[src/rtl/model_seq_ctrl_if.sv]
// rtl/model_seq_ctrl_if.sv - stream, weight-write and model handshake bundle for model_seq_ctrl
interface model_seq_ctrl_if;
    logic        start;
    logic        busy;
    logic        done;
    logic        error;
    logic [15:0] s_w_data;
    logic        s_w_valid;
    logic        s_w_ready;
    logic [15:0] s_px_data;
    logic        s_px_valid;
    logic        s_px_ready;
    logic        weight_wr_en;
    logic [31:0] weight_wr_addr;
    logic [15:0] weight_wr_data;
    logic [15:0] i_data;
    logic        i_valid;
    logic        o_valid;
    logic        fifo_almost_full;

    modport slave (
        input  start, s_w_data, s_w_valid, s_px_data, s_px_valid, o_valid, fifo_almost_full,
        output busy, done, error, s_w_ready, s_px_ready,
               weight_wr_en, weight_wr_addr, weight_wr_data, i_data, i_valid
    );

    modport master (
        output start, s_w_data, s_w_valid, s_px_data, s_px_valid, o_valid, fifo_almost_full,
        input  busy, done, error, s_w_ready, s_px_ready,
               weight_wr_en, weight_wr_addr, weight_wr_data, i_data, i_valid
    );
endinterface

[src/rtl/model_seq_ctrl.sv]
// rtl/model_seq_ctrl.sv - weight load / settle / pixel stream / drain sequencer for one model pass
// Optional DRAIN watchdog enabled by defining MODEL_SEQ_CTRL_TIMEOUT_EN.
module model_seq_ctrl #(
    parameter int WEIGHT_COUNT   = 77,
    parameter int IMAGE_SIZE     = 25,
    parameter int OUT_COUNT      = 25,
    parameter int SETTLE_CYCLES  = 10,
    parameter int TIMEOUT_CYCLES = 1024
) (
    input  logic            clk,
    input  logic            rst_n,
    model_seq_ctrl_if.slave bus
);
    localparam int W_W     = $clog2(WEIGHT_COUNT + 1);
    localparam int P_W     = $clog2(IMAGE_SIZE + 1);
    localparam int O_W     = $clog2(OUT_COUNT + 1);
    // One timer serves both the settle interval and the drain watchdog.
    localparam int TMR_MAX = (TIMEOUT_CYCLES > SETTLE_CYCLES) ? TIMEOUT_CYCLES : SETTLE_CYCLES;
    localparam int TMR_W   = $clog2(TMR_MAX + 1);

    typedef enum logic [2:0] {
        IDLE,
        LOAD_W,
        SETTLE,
        STREAM,
        DRAIN,
        DONE
    } state_t;

    state_t           state;
    logic [W_W-1:0]   w_cnt;
    logic [P_W-1:0]   px_cnt;
    logic [O_W-1:0]   out_cnt;
    logic [TMR_W-1:0] tmr;
    logic             px_en;

    logic w_hs;
    logic px_hs;
    logic count_ov;

    // Almost-full gates pixel ready combinationally so a same-cycle rise blocks the handshake.
    assign bus.s_px_ready = px_en & ~bus.fifo_almost_full;
    assign w_hs           = bus.s_w_ready & bus.s_w_valid;
    assign px_hs          = bus.s_px_ready & bus.s_px_valid;
    assign count_ov       = bus.o_valid && (state == STREAM || state == DRAIN)
                            && (out_cnt != O_W'(OUT_COUNT));

`ifndef MODEL_SEQ_CTRL_TIMEOUT_EN
    assign bus.error = 1'b0;
`endif

    always_ff @(posedge clk or negedge rst_n) begin
        if (!rst_n) begin
            state              <= IDLE;
            w_cnt              <= '0;
            px_cnt             <= '0;
            out_cnt            <= '0;
            tmr                <= '0;
            px_en              <= 1'b0;
            bus.busy           <= 1'b0;
            bus.done           <= 1'b0;
            bus.s_w_ready      <= 1'b0;
            bus.weight_wr_en   <= 1'b0;
            bus.weight_wr_addr <= '0;
            bus.weight_wr_data <= '0;
            bus.i_valid        <= 1'b0;
            bus.i_data         <= '0;
`ifdef MODEL_SEQ_CTRL_TIMEOUT_EN
            bus.error          <= 1'b0;
`endif
        end else begin
            bus.weight_wr_en <= 1'b0;
            bus.i_valid      <= 1'b0;
            bus.done         <= 1'b0;
            if (count_ov) begin
                out_cnt <= out_cnt + 1'b1;
            end
            case (state)
                IDLE: begin
                    if (bus.start) begin
                        state         <= LOAD_W;
                        bus.busy      <= 1'b1;
                        bus.s_w_ready <= 1'b1;
                        w_cnt         <= '0;
                        px_cnt        <= '0;
                        out_cnt       <= '0;
                        tmr           <= '0;
`ifdef MODEL_SEQ_CTRL_TIMEOUT_EN
                        bus.error     <= 1'b0;
`endif
                    end
                end
                LOAD_W: begin
                    if (w_hs) begin
                        bus.weight_wr_en   <= 1'b1;
                        bus.weight_wr_addr <= {{(32 - W_W){1'b0}}, w_cnt};
                        bus.weight_wr_data <= bus.s_w_data;
                        w_cnt              <= w_cnt + 1'b1;
                        if (w_cnt == W_W'(WEIGHT_COUNT - 1)) begin
                            state         <= SETTLE;
                            bus.s_w_ready <= 1'b0;
                            tmr           <= '0;
                        end
                    end
                end
                SETTLE: begin
                    if (tmr == TMR_W'(SETTLE_CYCLES - 1)) begin
                        state <= STREAM;
                        px_en <= 1'b1;
                        tmr   <= '0;
                    end else begin
                        tmr <= tmr + 1'b1;
                    end
                end
                STREAM: begin
                    if (px_hs) begin
                        bus.i_valid <= 1'b1;
                        bus.i_data  <= bus.s_px_data;
                        px_cnt      <= px_cnt + 1'b1;
                        if (px_cnt == P_W'(IMAGE_SIZE - 1)) begin
                            state <= DRAIN;
                            px_en <= 1'b0;
                        end
                    end
                end
                DRAIN: begin
                    if (out_cnt == O_W'(OUT_COUNT)) begin
                        state    <= DONE;
                        bus.done <= 1'b1;
                    end
`ifdef MODEL_SEQ_CTRL_TIMEOUT_EN
                    else if (bus.o_valid) begin
                        tmr <= '0;
                    end else if (tmr == TMR_W'(TIMEOUT_CYCLES - 1)) begin
                        state     <= DONE;
                        bus.done  <= 1'b1;
                        bus.error <= 1'b1;
                    end else begin
                        tmr <= tmr + 1'b1;
                    end
`endif
                end
                DONE: begin
                    state    <= IDLE;
                    bus.busy <= 1'b0;
                end
                default: begin
                    state <= IDLE;
                end
            endcase
        end
    end
endmodule
[src/flat_wrapper.sv]
// flat-port wrapper written by rule: the top's interface ports become plain ports
module model_seq_ctrl_flat 
#(
    parameter int WEIGHT_COUNT   = 77,
    parameter int IMAGE_SIZE     = 25,
    parameter int OUT_COUNT      = 25,
    parameter int SETTLE_CYCLES  = 10,
    parameter int TIMEOUT_CYCLES = 1024
)
  (clk, rst_n, bus_start, bus_s_w_data, bus_s_w_valid, bus_s_px_data, bus_s_px_valid, bus_o_valid, bus_fifo_almost_full, bus_busy, bus_done, bus_error, bus_s_w_ready, bus_s_px_ready, bus_weight_wr_en, bus_weight_wr_addr, bus_weight_wr_data, bus_i_data, bus_i_valid);
  model_seq_ctrl_if bus_i ();
  input  logic clk;
  input  logic rst_n;
  input wire logic [$bits(bus_i.start)-1:0] bus_start;
  input wire logic [$bits(bus_i.s_w_data)-1:0] bus_s_w_data;
  input wire logic [$bits(bus_i.s_w_valid)-1:0] bus_s_w_valid;
  input wire logic [$bits(bus_i.s_px_data)-1:0] bus_s_px_data;
  input wire logic [$bits(bus_i.s_px_valid)-1:0] bus_s_px_valid;
  input wire logic [$bits(bus_i.o_valid)-1:0] bus_o_valid;
  input wire logic [$bits(bus_i.fifo_almost_full)-1:0] bus_fifo_almost_full;
  output wire logic [$bits(bus_i.busy)-1:0] bus_busy;
  output wire logic [$bits(bus_i.done)-1:0] bus_done;
  output wire logic [$bits(bus_i.error)-1:0] bus_error;
  output wire logic [$bits(bus_i.s_w_ready)-1:0] bus_s_w_ready;
  output wire logic [$bits(bus_i.s_px_ready)-1:0] bus_s_px_ready;
  output wire logic [$bits(bus_i.weight_wr_en)-1:0] bus_weight_wr_en;
  output wire logic [$bits(bus_i.weight_wr_addr)-1:0] bus_weight_wr_addr;
  output wire logic [$bits(bus_i.weight_wr_data)-1:0] bus_weight_wr_data;
  output wire logic [$bits(bus_i.i_data)-1:0] bus_i_data;
  output wire logic [$bits(bus_i.i_valid)-1:0] bus_i_valid;
  assign bus_i.start = bus_start;
  assign bus_i.s_w_data = bus_s_w_data;
  assign bus_i.s_w_valid = bus_s_w_valid;
  assign bus_i.s_px_data = bus_s_px_data;
  assign bus_i.s_px_valid = bus_s_px_valid;
  assign bus_i.o_valid = bus_o_valid;
  assign bus_i.fifo_almost_full = bus_fifo_almost_full;
  assign bus_busy = bus_i.busy;
  assign bus_done = bus_i.done;
  assign bus_error = bus_i.error;
  assign bus_s_w_ready = bus_i.s_w_ready;
  assign bus_s_px_ready = bus_i.s_px_ready;
  assign bus_weight_wr_en = bus_i.weight_wr_en;
  assign bus_weight_wr_addr = bus_i.weight_wr_addr;
  assign bus_weight_wr_data = bus_i.weight_wr_data;
  assign bus_i_data = bus_i.i_data;
  assign bus_i_valid = bus_i.i_valid;
  model_seq_ctrl #(.WEIGHT_COUNT(WEIGHT_COUNT), .IMAGE_SIZE(IMAGE_SIZE), .OUT_COUNT(OUT_COUNT), .SETTLE_CYCLES(SETTLE_CYCLES), .TIMEOUT_CYCLES(TIMEOUT_CYCLES)) u_core (.clk(clk), .rst_n(rst_n), .bus(bus_i));
endmodule
[config.mk]
export PLATFORM = sky130hd
export DESIGN_NAME = model_seq_ctrl_flat
export DESIGN_NICKNAME = d
export VERILOG_FILES = /design/src/rtl/model_seq_ctrl_if.sv /design/src/rtl/model_seq_ctrl.sv /design/src/flat_wrapper.sv
export SDC_FILE = /design/constraint.sdc
export NUM_CORES = 1
export LEC_CHECK = 0
export CAP_MARGIN = 20
export CORE_MARGIN = 2
export CORE_UTILIZATION = 60
export CTS_BUF_LIST = sky130_fd_sc_hd__clkbuf_4
export CTS_CLUSTER_DIAMETER = 80
export CTS_CLUSTER_SIZE = 24
export DETAILED_ROUTE_END_ITERATION = 6
export DONT_BUFFER_PORTS = 1
export GPL_TIMING_DRIVEN = 0
export HOLD_SLACK_MARGIN = 0.12
export PLACE_DENSITY_LB_ADDON = 0.15
export SLEW_MARGIN = 20
export SYNTH_ARGS = -nofsm -noshare
export SYNTH_HDL_FRONTEND = slang
export SYNTH_SLANG_ARGS = --single-unit
[constraint.sdc]
create_clock -name clk -period 2.2 [get_ports clk]
set_input_delay 0.44 -clock clk [delete_from_list [all_inputs] [get_ports clk]]
set_output_delay 0.44 -clock clk [all_outputs]
set_load 0.01 [all_outputs]
==> results of run 1 <==
[final cells by class]
| cell class | instances | area, sq um |
|---|---|---|
| tap | 75 | 93.8 |
| timing repair buffer | 2 | 37.5 |
| multi-input combinational | 216 | 1590 |
| clock inverter | 5 | 61.3 |
| sequential | 76 | 1900 |
| inverter | 8 | 30.0 |
| clock buffer | 11 | 82.6 |
| buffer | 35 | 251 |
| fill | 455 | 1880 |
[power groups by stage]
stage / logic (W) / registers [W] / clock network, W
after floorplan: 0.0000600 / 0.00143 / 0
after global placement: 0.0000609 / 0.00143 / 0
after detailed placement: 0.0000610 / 0.00143 / 0
after CTS: 0.0000961 / 0.00140 / 0.000871
after global routing: 0.000111 / 0.00140 / 0.000939
final: 0.0000962 / 0.00140 / 0.000866
[cells in the mapped netlist, types with 2 or more instances]
cell / number
sky130_fd_sc_hd__a211o_1: 2
sky130_fd_sc_hd__a211oi_1: 2
sky130_fd_sc_hd__a21oi_1: 7
sky130_fd_sc_hd__a22o_1: 5
sky130_fd_sc_hd__a31oi_1: 5
sky130_fd_sc_hd__a41oi_1: 4
sky130_fd_sc_hd__and2_1: 3
sky130_fd_sc_hd__and3_1: 3
sky130_fd_sc_hd__and3b_1: 2
sky130_fd_sc_hd__buf_2: 6
sky130_fd_sc_hd__buf_4: 28
sky130_fd_sc_hd__dfrtp_1: 76
sky130_fd_sc_hd__ha_1: 8
sky130_fd_sc_hd__inv_1: 7
sky130_fd_sc_hd__mux2_2: 37
sky130_fd_sc_hd__mux2i_1: 5
sky130_fd_sc_hd__nand2_1: 21
sky130_fd_sc_hd__nand2b_1: 3
sky130_fd_sc_hd__nand3_1: 6
sky130_fd_sc_hd__nand4_1: 3
sky130_fd_sc_hd__nor2_1: 15
sky130_fd_sc_hd__nor2b_1: 2
sky130_fd_sc_hd__nor4_1: 2
sky130_fd_sc_hd__o2111ai_1: 2
sky130_fd_sc_hd__o21ai_0: 10
sky130_fd_sc_hd__o21ai_1: 2
sky130_fd_sc_hd__o31ai_1: 3
sky130_fd_sc_hd__or2_2: 2
sky130_fd_sc_hd__xnor2_1: 4
sky130_fd_sc_hd__xor2_1: 5
[how the worst max path moves through the flow]
stage	depth (start not counted)	slack, ns	end
6_report	5	0.33	u_core.bus.weight_wr_data[13]$_DFFE_PN0P_
5_1_grt	4	0.17	u_core.tmr[2]$_DFFE_PN0P_
4_1_cts	5	0.33	u_core.bus.weight_wr_data[13]$_DFFE_PN0P_
3_5_place_dp	5	0.31	u_core.bus.weight_wr_data[13]$_DFFE_PN0P_
3_3_place_gp	5	0.37	u_core.bus.weight_wr_data[13]$_DFFE_PN0P_
2_1_floorplan	5	0.60	u_core.bus.weight_wr_data[10]$_DFFE_PN0P_
[worst max-delay path: cells and delay by family (launching register included)]
kind                   cells  cell delay, ns
and+or+nand+nor            2            0.56
DFF                        1            0.44
muxes                      1            0.35
buffers and inverters      2            0.44
[state kept, by name, indices dropped and copies added (netlist names)]
register / flops
u_core.px_en: 1
u_core.state: 3
u_core.bus.weight_wr_en: 1
u_core.tmr: 11
u_core.bus.done: 1
u_core.out_cnt: 5
u_core.bus.busy: 1
u_core.bus.s_w_ready: 1
u_core.bus.weight_wr_addr: 7
u_core.w_cnt: 7
u_core.bus.weight_wr_data: 16
u_core.bus.i_data: 16
u_core.px_cnt: 5
u_core.bus.i_valid: 1
[cells by family after synthesis]
group,after synthesis
flops,76
simple gates,76
compound gates,54
mux,43
buf+inv,43
xor+xnor,9
fa+ha+maj,8
other cells,1
[routing by layer]
metal | share of wire | vias up
met5 | 0 | -
met4 | 0.012 | 0
met3 | 0.085 | 8
met2 | 0.47 | 84
met1 | 0.43 | 1163
li1 | - | 1139
[stage by stage]
stage	worst slack, ns	util	std cells	area (sq um)	total power, W
6_report	0.325	0.683	428	4040	0.00236
3_3_place_gp	0.374	0.652	410	3860	0.00149
2_1_floorplan	0.601	-	335	3770	0.00149
4_1_cts	0.327	0.683	428	4040	0.00237
3_5_place_dp	0.306	0.652	410	3860	0.00149
5_1_grt	0.168	0.683	428	4040	0.00245
[repair_timing]
item                      in CTS  in global routing
hold endpoints to repair      76                  0
hold buffers                   2                  0
resized for setup              0                  0
==> flow_summary.ini, run 1 <==
[outcome]
outcome = finished clean

[timing]
rsz0062_at_grt = no
achievable-frequency_ghz = 0.533
period_share = 0.852
final.min_clock_period_ns = 1.87
slew_violations = 0
setup_total_negative_slack_ns = 0
clock-skew-final_ns = 0.0205
hold_viol = 0
slew-limit-headroom = 0.572
timing.hold.ws_ns = 0.148
timing_worst_slew_pin_value_ns = 0.641
timing.final.setup_violations = 0

[routing]
drt_iter0_markers = 152
post-route-drc-count = 0
wl_per_cell_microns = 15.5
first_pass_iters = 4
antenna_left = 0
total_wirelength_mm = 6.63
routed_via_density = 5.59
vias = 2394

[worst_setup_path]
timing.critical_path.slowest_stage_cell = sky130_fd_sc_hd__dfrtp_1
crit-reg2reg-capture = u_core.bus.weight_wr_data[13]$_DFFE_PN0P_
crit_type = flip-flop to flip-flop
timing.reg2reg.worst_path_depth = 5
worstPathMaxFanout = 10
critPathArrivalTime_ns = 2.18
cp-start-kind = flip-flop
worstPathRequired_ns = 2.50
cp_slowest_stage_delay_ns = 0.44
worstReg2RegStart = u_core.state[1]$_DFFE_PN0P_
timing.reg2reg.setup_slack_ns = 0.33
critPathLaunch = u_core.state[1]$_DFFE_PN0P_
crit_path_end_kind = flip-flop
cp_cell_sequence = nor2_1, nand2_1, inv_2, buf_4, mux2_2

[cts]
path_clk_slew_ns = 0.13
cts.htree.levels = 3
clock_sink_count = 76
tritoncts = done
post-cts-setup-buffer-count = 0
cts_root_buffer = sky130_fd_sc_hd__clkbuf_4
cts_made_buffers = 9
clock_insertion_delay_worst_skew_ns = 0.41
cts-root-to-sink-buffers = 2

[pwr]
netSwitchingFraction = 0.232
power_frac_comb = 0.041
power.clock.fraction = 0.367
power_switching_w = 0.000548
power_leakage_nw = 2.02
intPower_w = 0.00181
pwr-share-seq = 0.593
vdd.ir_drop.worst_v = 0.000369
powerDensity_nw_per_um2 = 584

[logic_synthesis]
post_synth_instance_area_sq_um = 3670
synth_top_flop_cell = sky130_fd_sc_hd__dfrtp_1
synth_compound_area_frac = 0.107
synthCells = 310
postSynthAreaPerCell_sq_um = 11.9
yosysSeqAreaShare = 0.518
synth_fa_ha_area_frac = 0.0272
synth_edf_count = 0
synth.top_cells.by_area = sky130_fd_sc_hd__dfrtp_1 (52%), sky130_fd_sc_hd__mux2_2 (11%), sky130_fd_sc_hd__buf_4 (5.7%)
yosys_warnings = 0
synth_top_area_share = 0.518
async_flop_share = 1.00
synth.ff_latch_count = 76
synth_top_family_by_area = multiplexers
synth_area_leader_cell = sky130_fd_sc_hd__dfrtp_1
post_synth_num_cell_types = 60
synthXorXnorAreaFrac = 0.0215
synth_simple_gate_area_share = 0.119
yosys-mux-area-fraction = 0.130

[finish]
antenna_diode_count = 0
mostFrequentLayoutCells = sky130_fd_sc_hd__dfrtp_1 (76), sky130_fd_sc_hd__mux2_2 (37), sky130_fd_sc_hd__buf_4 (28)
final_net_count = 395
most_common_cell_after_layout_fill_and_taps_aside = sky130_fd_sc_hd__dfrtp_1
area_growth_pct = 10.0
drive_gt1_frac = 0.278

[worst_hold_path]
worstHoldStart = bus_s_px_data[14]
hold-path-endpoint = u_core.bus.i_data[14]$_DFFE_PN0P_
holdCritPathClass = primary input to flip-flop
hold_depth = 1

[job]
max-cap-violations = 0

[die]
fp.dieArea_sq_um = 6770
start_util = 0.621
floorplan_row_count = 28
chipWidth_microns = 82.3
io-pin-count = 110
placeableCoreArea_sq_um = 5920
floorplan.die.height_microns = 82.3

[global_route]
met2_usage_in_global_routing = 0.305
globalRouteOverflowTotal = 0
grt-busiest-layer = met2
fraction_of_met3_tracks_used_by_global_routing = 0.0630
global_route_usage_sum = 0.198
grt_antenna_before_repair = 0
grt_pass1_vias = 2151
maximum_number_of_pins_on_one_net_before_global_route_repair = 77
grt_first_pass_wirelength_mm = 10.1
groute.layer.met1.usage = 0.262

[place]
buffer_ports.inserted = 0
gp_congestion = 0.879
detailed_place_hpwl_mm = 4.88
No activity file was read; power rests on OpenSTA's default activity.
==> inputs of run 2 (changes only) <==
- CELL_PAD_IN_SITES_DETAIL_PLACEMENT: default -> 1
- CELL_PAD_IN_SITES_GLOBAL_PLACEMENT: default -> 1
- CORE_UTILIZATION: 60 -> 51
==> run 2 against run 1 <==
  * Utilization shrank 8.5 points
  * Critical path depth grew 1
  * Non-clock buffer count unchanged
  * Hold slack better by 0.0039 ns
  * Critical path type unchanged
  * Critical endpoint is now u_core.tmr[5]$_DFFE_PN0P_
  * Highest routed layer unchanged
==> flow_summary.ini, run 2 (synthesized netlist as in run 1, its figures left out) <==
[outcome]
outcome = finished clean

[die]
floorplan_row_count = 30
fp.dieArea_sq_um = 7900
io-pin-count = 110
floorplan.die.height_microns = 88.9
placeableCoreArea_sq_um = 6870
start_util = 0.535
chipWidth_microns = 88.9

[routing]
routed_via_density = 5.48
drt_iter0_markers = 79
antenna_left = 0
total_wirelength_mm = 8.20
vias = 2457
first_pass_iters = 4
wl_per_cell_microns = 18.3
post-route-drc-count = 0

[place]
gp_congestion = 0.764
detailed_place_hpwl_mm = 5.76
buffer_ports.inserted = 0

[cts]
clock_sink_count = 76
tritoncts = done
cts_made_buffers = 9
path_clk_slew_ns = 0.13
cts.htree.levels = 3
cts-root-to-sink-buffers = 2
clock_insertion_delay_worst_skew_ns = 0.42
cts_root_buffer = sky130_fd_sc_hd__clkbuf_4

[worst_setup_path]
crit_type = flip-flop to flip-flop
cp-start-kind = flip-flop
crit_path_end_kind = flip-flop
worstPathMaxFanout = 7
worstReg2RegStart = u_core.w_cnt[0]$_DFFE_PN0P_
timing.reg2reg.worst_path_depth = 6
crit-reg2reg-capture = u_core.tmr[5]$_DFFE_PN0P_
worstPathRequired_ns = 2.48
timing.reg2reg.setup_slack_ns = 0.27
critPathArrivalTime_ns = 2.21

[finish]
final_net_count = 395
area_growth_pct = 11.7
largestRegisters = u_core.bus.i_data (16), u_core.bus.weight_wr_data (16), u_core.tmr (11)
most_common_cell_after_layout_fill_and_taps_aside = sky130_fd_sc_hd__dfrtp_1
drive_gt1_frac = 0.276
mostFrequentLayoutCells = sky130_fd_sc_hd__dfrtp_1 (76), sky130_fd_sc_hd__mux2_2 (37), sky130_fd_sc_hd__buf_4 (28)
antenna_diode_count = 0

[global_route]
maximum_number_of_pins_on_one_net_before_global_route_repair = 77
grt_first_pass_wirelength_mm = 12.7
global_route_usage_sum = 0.212
grt_antenna_before_repair = 0
grt_pass1_vias = 2511
globalRouteOverflowTotal = 0

[timing]
period_share = 0.877
rsz0062_at_grt = no
timing_worst_slew_pin_value_ns = 0.653
setup_total_negative_slack_ns = 0
final.min_clock_period_ns = 1.93
clock-skew-final_ns = 0.0153
slew_violations = 0
timing.final.setup_violations = 0
slew-limit-headroom = 0.564
achievable-frequency_ghz = 0.519
hold_viol = 0

[worst_hold_path]
holdCritPathClass = primary input to flip-flop
hold-path-endpoint = u_core.bus.weight_wr_data[0]$_DFFE_PN0P_
hold_depth = 1
worstHoldStart = bus_s_w_data[0]

[pwr]
netSwitchingFraction = 0.217
pwr-share-seq = 0.545
power_frac_comb = 0.038
power_switching_w = 0.000559
vdd.ir_drop.worst_v = 0.000353
intPower_w = 0.00201
powerDensity_nw_per_um2 = 626
power.clock.fraction = 0.417
power_leakage_nw = 2.04
power_w = 0.00257

[job]
max-cap-violations = 0
==> run 2: cell count changes in the layout (fill, tap and decap cells not counted), sizes merged <==
cell	change
bufinv	+2
clkinv	+2
clkinvlp	-3
clkbuf	-2
==> run 2: final cells by class <==
class	count	area (sq um)
Fill cell	763	2760
Inverter	8	30.0
Clock inverter	6	113
Tap cell	96	120
Sequential cell	76	1900
Buffer	35	251
Multi-Input combinational cell	216	1590
Timing Repair Buffer	2	37.5
Clock buffer	9	67.6
==> run 2: how the worst max path moves through the flow <==
stage,start,endpoint,slack (ns)
after global placement,u_core.state[1]$_DFFE_PN0P_,u_core.bus.weight_wr_data[11]$_DFFE_PN0P_,0.38
final,u_core.w_cnt[0]$_DFFE_PN0P_,u_core.tmr[5]$_DFFE_PN0P_,0.27
after CTS,u_core.w_cnt[0]$_DFFE_PN0P_,u_core.tmr[7]$_DFFE_PN0P_,0.25
after global routing,u_core.state[2]$_DFFE_PN0P_,u_core.bus.weight_wr_data[7]$_DFFE_PN0P_,0.11
after floorplan,u_core.state[1]$_DFFE_PN0P_,u_core.bus.weight_wr_data[10]$_DFFE_PN0P_,0.60
after detailed placement,u_core.state[1]$_DFFE_PN0P_,u_core.bus.weight_wr_data[11]$_DFFE_PN0P_,0.28
==> run 2: routing by layer <==
layer  GRT usage  share of wire  routed length [microns]  vias to the layer above
met1       0.264           0.40                     3300                     1222
met4      0.0579          0.012                       95                        0
met3      0.0718          0.079                      651                       11
met2       0.354           0.51                     4150                       78
li1            -              -                        -                     1146
met5           0              0                        0                        -
==> run 2: power groups by stage <==
stage	registers [W]	logic [W]	clock network [W]
global route	0.00140	0.000111	0.00114
global placement	0.00143	0.0000612	0
floorplan	0.00143	0.0000600	0
detailed placement	0.00143	0.0000616	0
finish	0.00140	0.0000978	0.00107
CTS	0.00140	0.0000973	0.00110
==> run 2: critical path, stage by stage (launching register included) <==
cell and delay [ns]:
sky130_fd_sc_hd__dfrtp_1 0.45, sky130_fd_sc_hd__inv_1 0.11, sky130_fd_sc_hd__ha_1 0.14, sky130_fd_sc_hd__and4_1 0.23, sky130_fd_sc_hd__nand2_1 0.13, sky130_fd_sc_hd__o22ai_1 0.54
sky130_fd_sc_hd__a31oi_1 0.19
==> run 2: per-stage QoR <==
| stage | std cells | hold WS, ns | instance area, sq um | utilization | setup WS, ns |
|---|---|---|---|---|---|
| 2_1_floorplan | 335 | 0.144 | 3770 | - | 0.601 |
| 3_3_place_gp | 431 | 0.147 | 3890 | 0.566 | 0.376 |
| 3_5_place_dp | 431 | 0.147 | 3890 | 0.566 | 0.284 |
| 4_1_cts | 448 | 0.132 | 4110 | 0.598 | 0.250 |
| 5_1_grt | 448 | 0.124 | 4110 | 0.598 | 0.113 |
| 6_report | 448 | 0.152 | 4110 | 0.598 | 0.272 |
==> run 2: timing repair <==
| item | in CTS | in global routing |
|---|---|---|
| gates resized for setup | 0 | 0 |
| hold buffers | 2 | 0 |
| hold endpoints to repair | 76 | 0 |
| setup buffers | 0 | 0 |
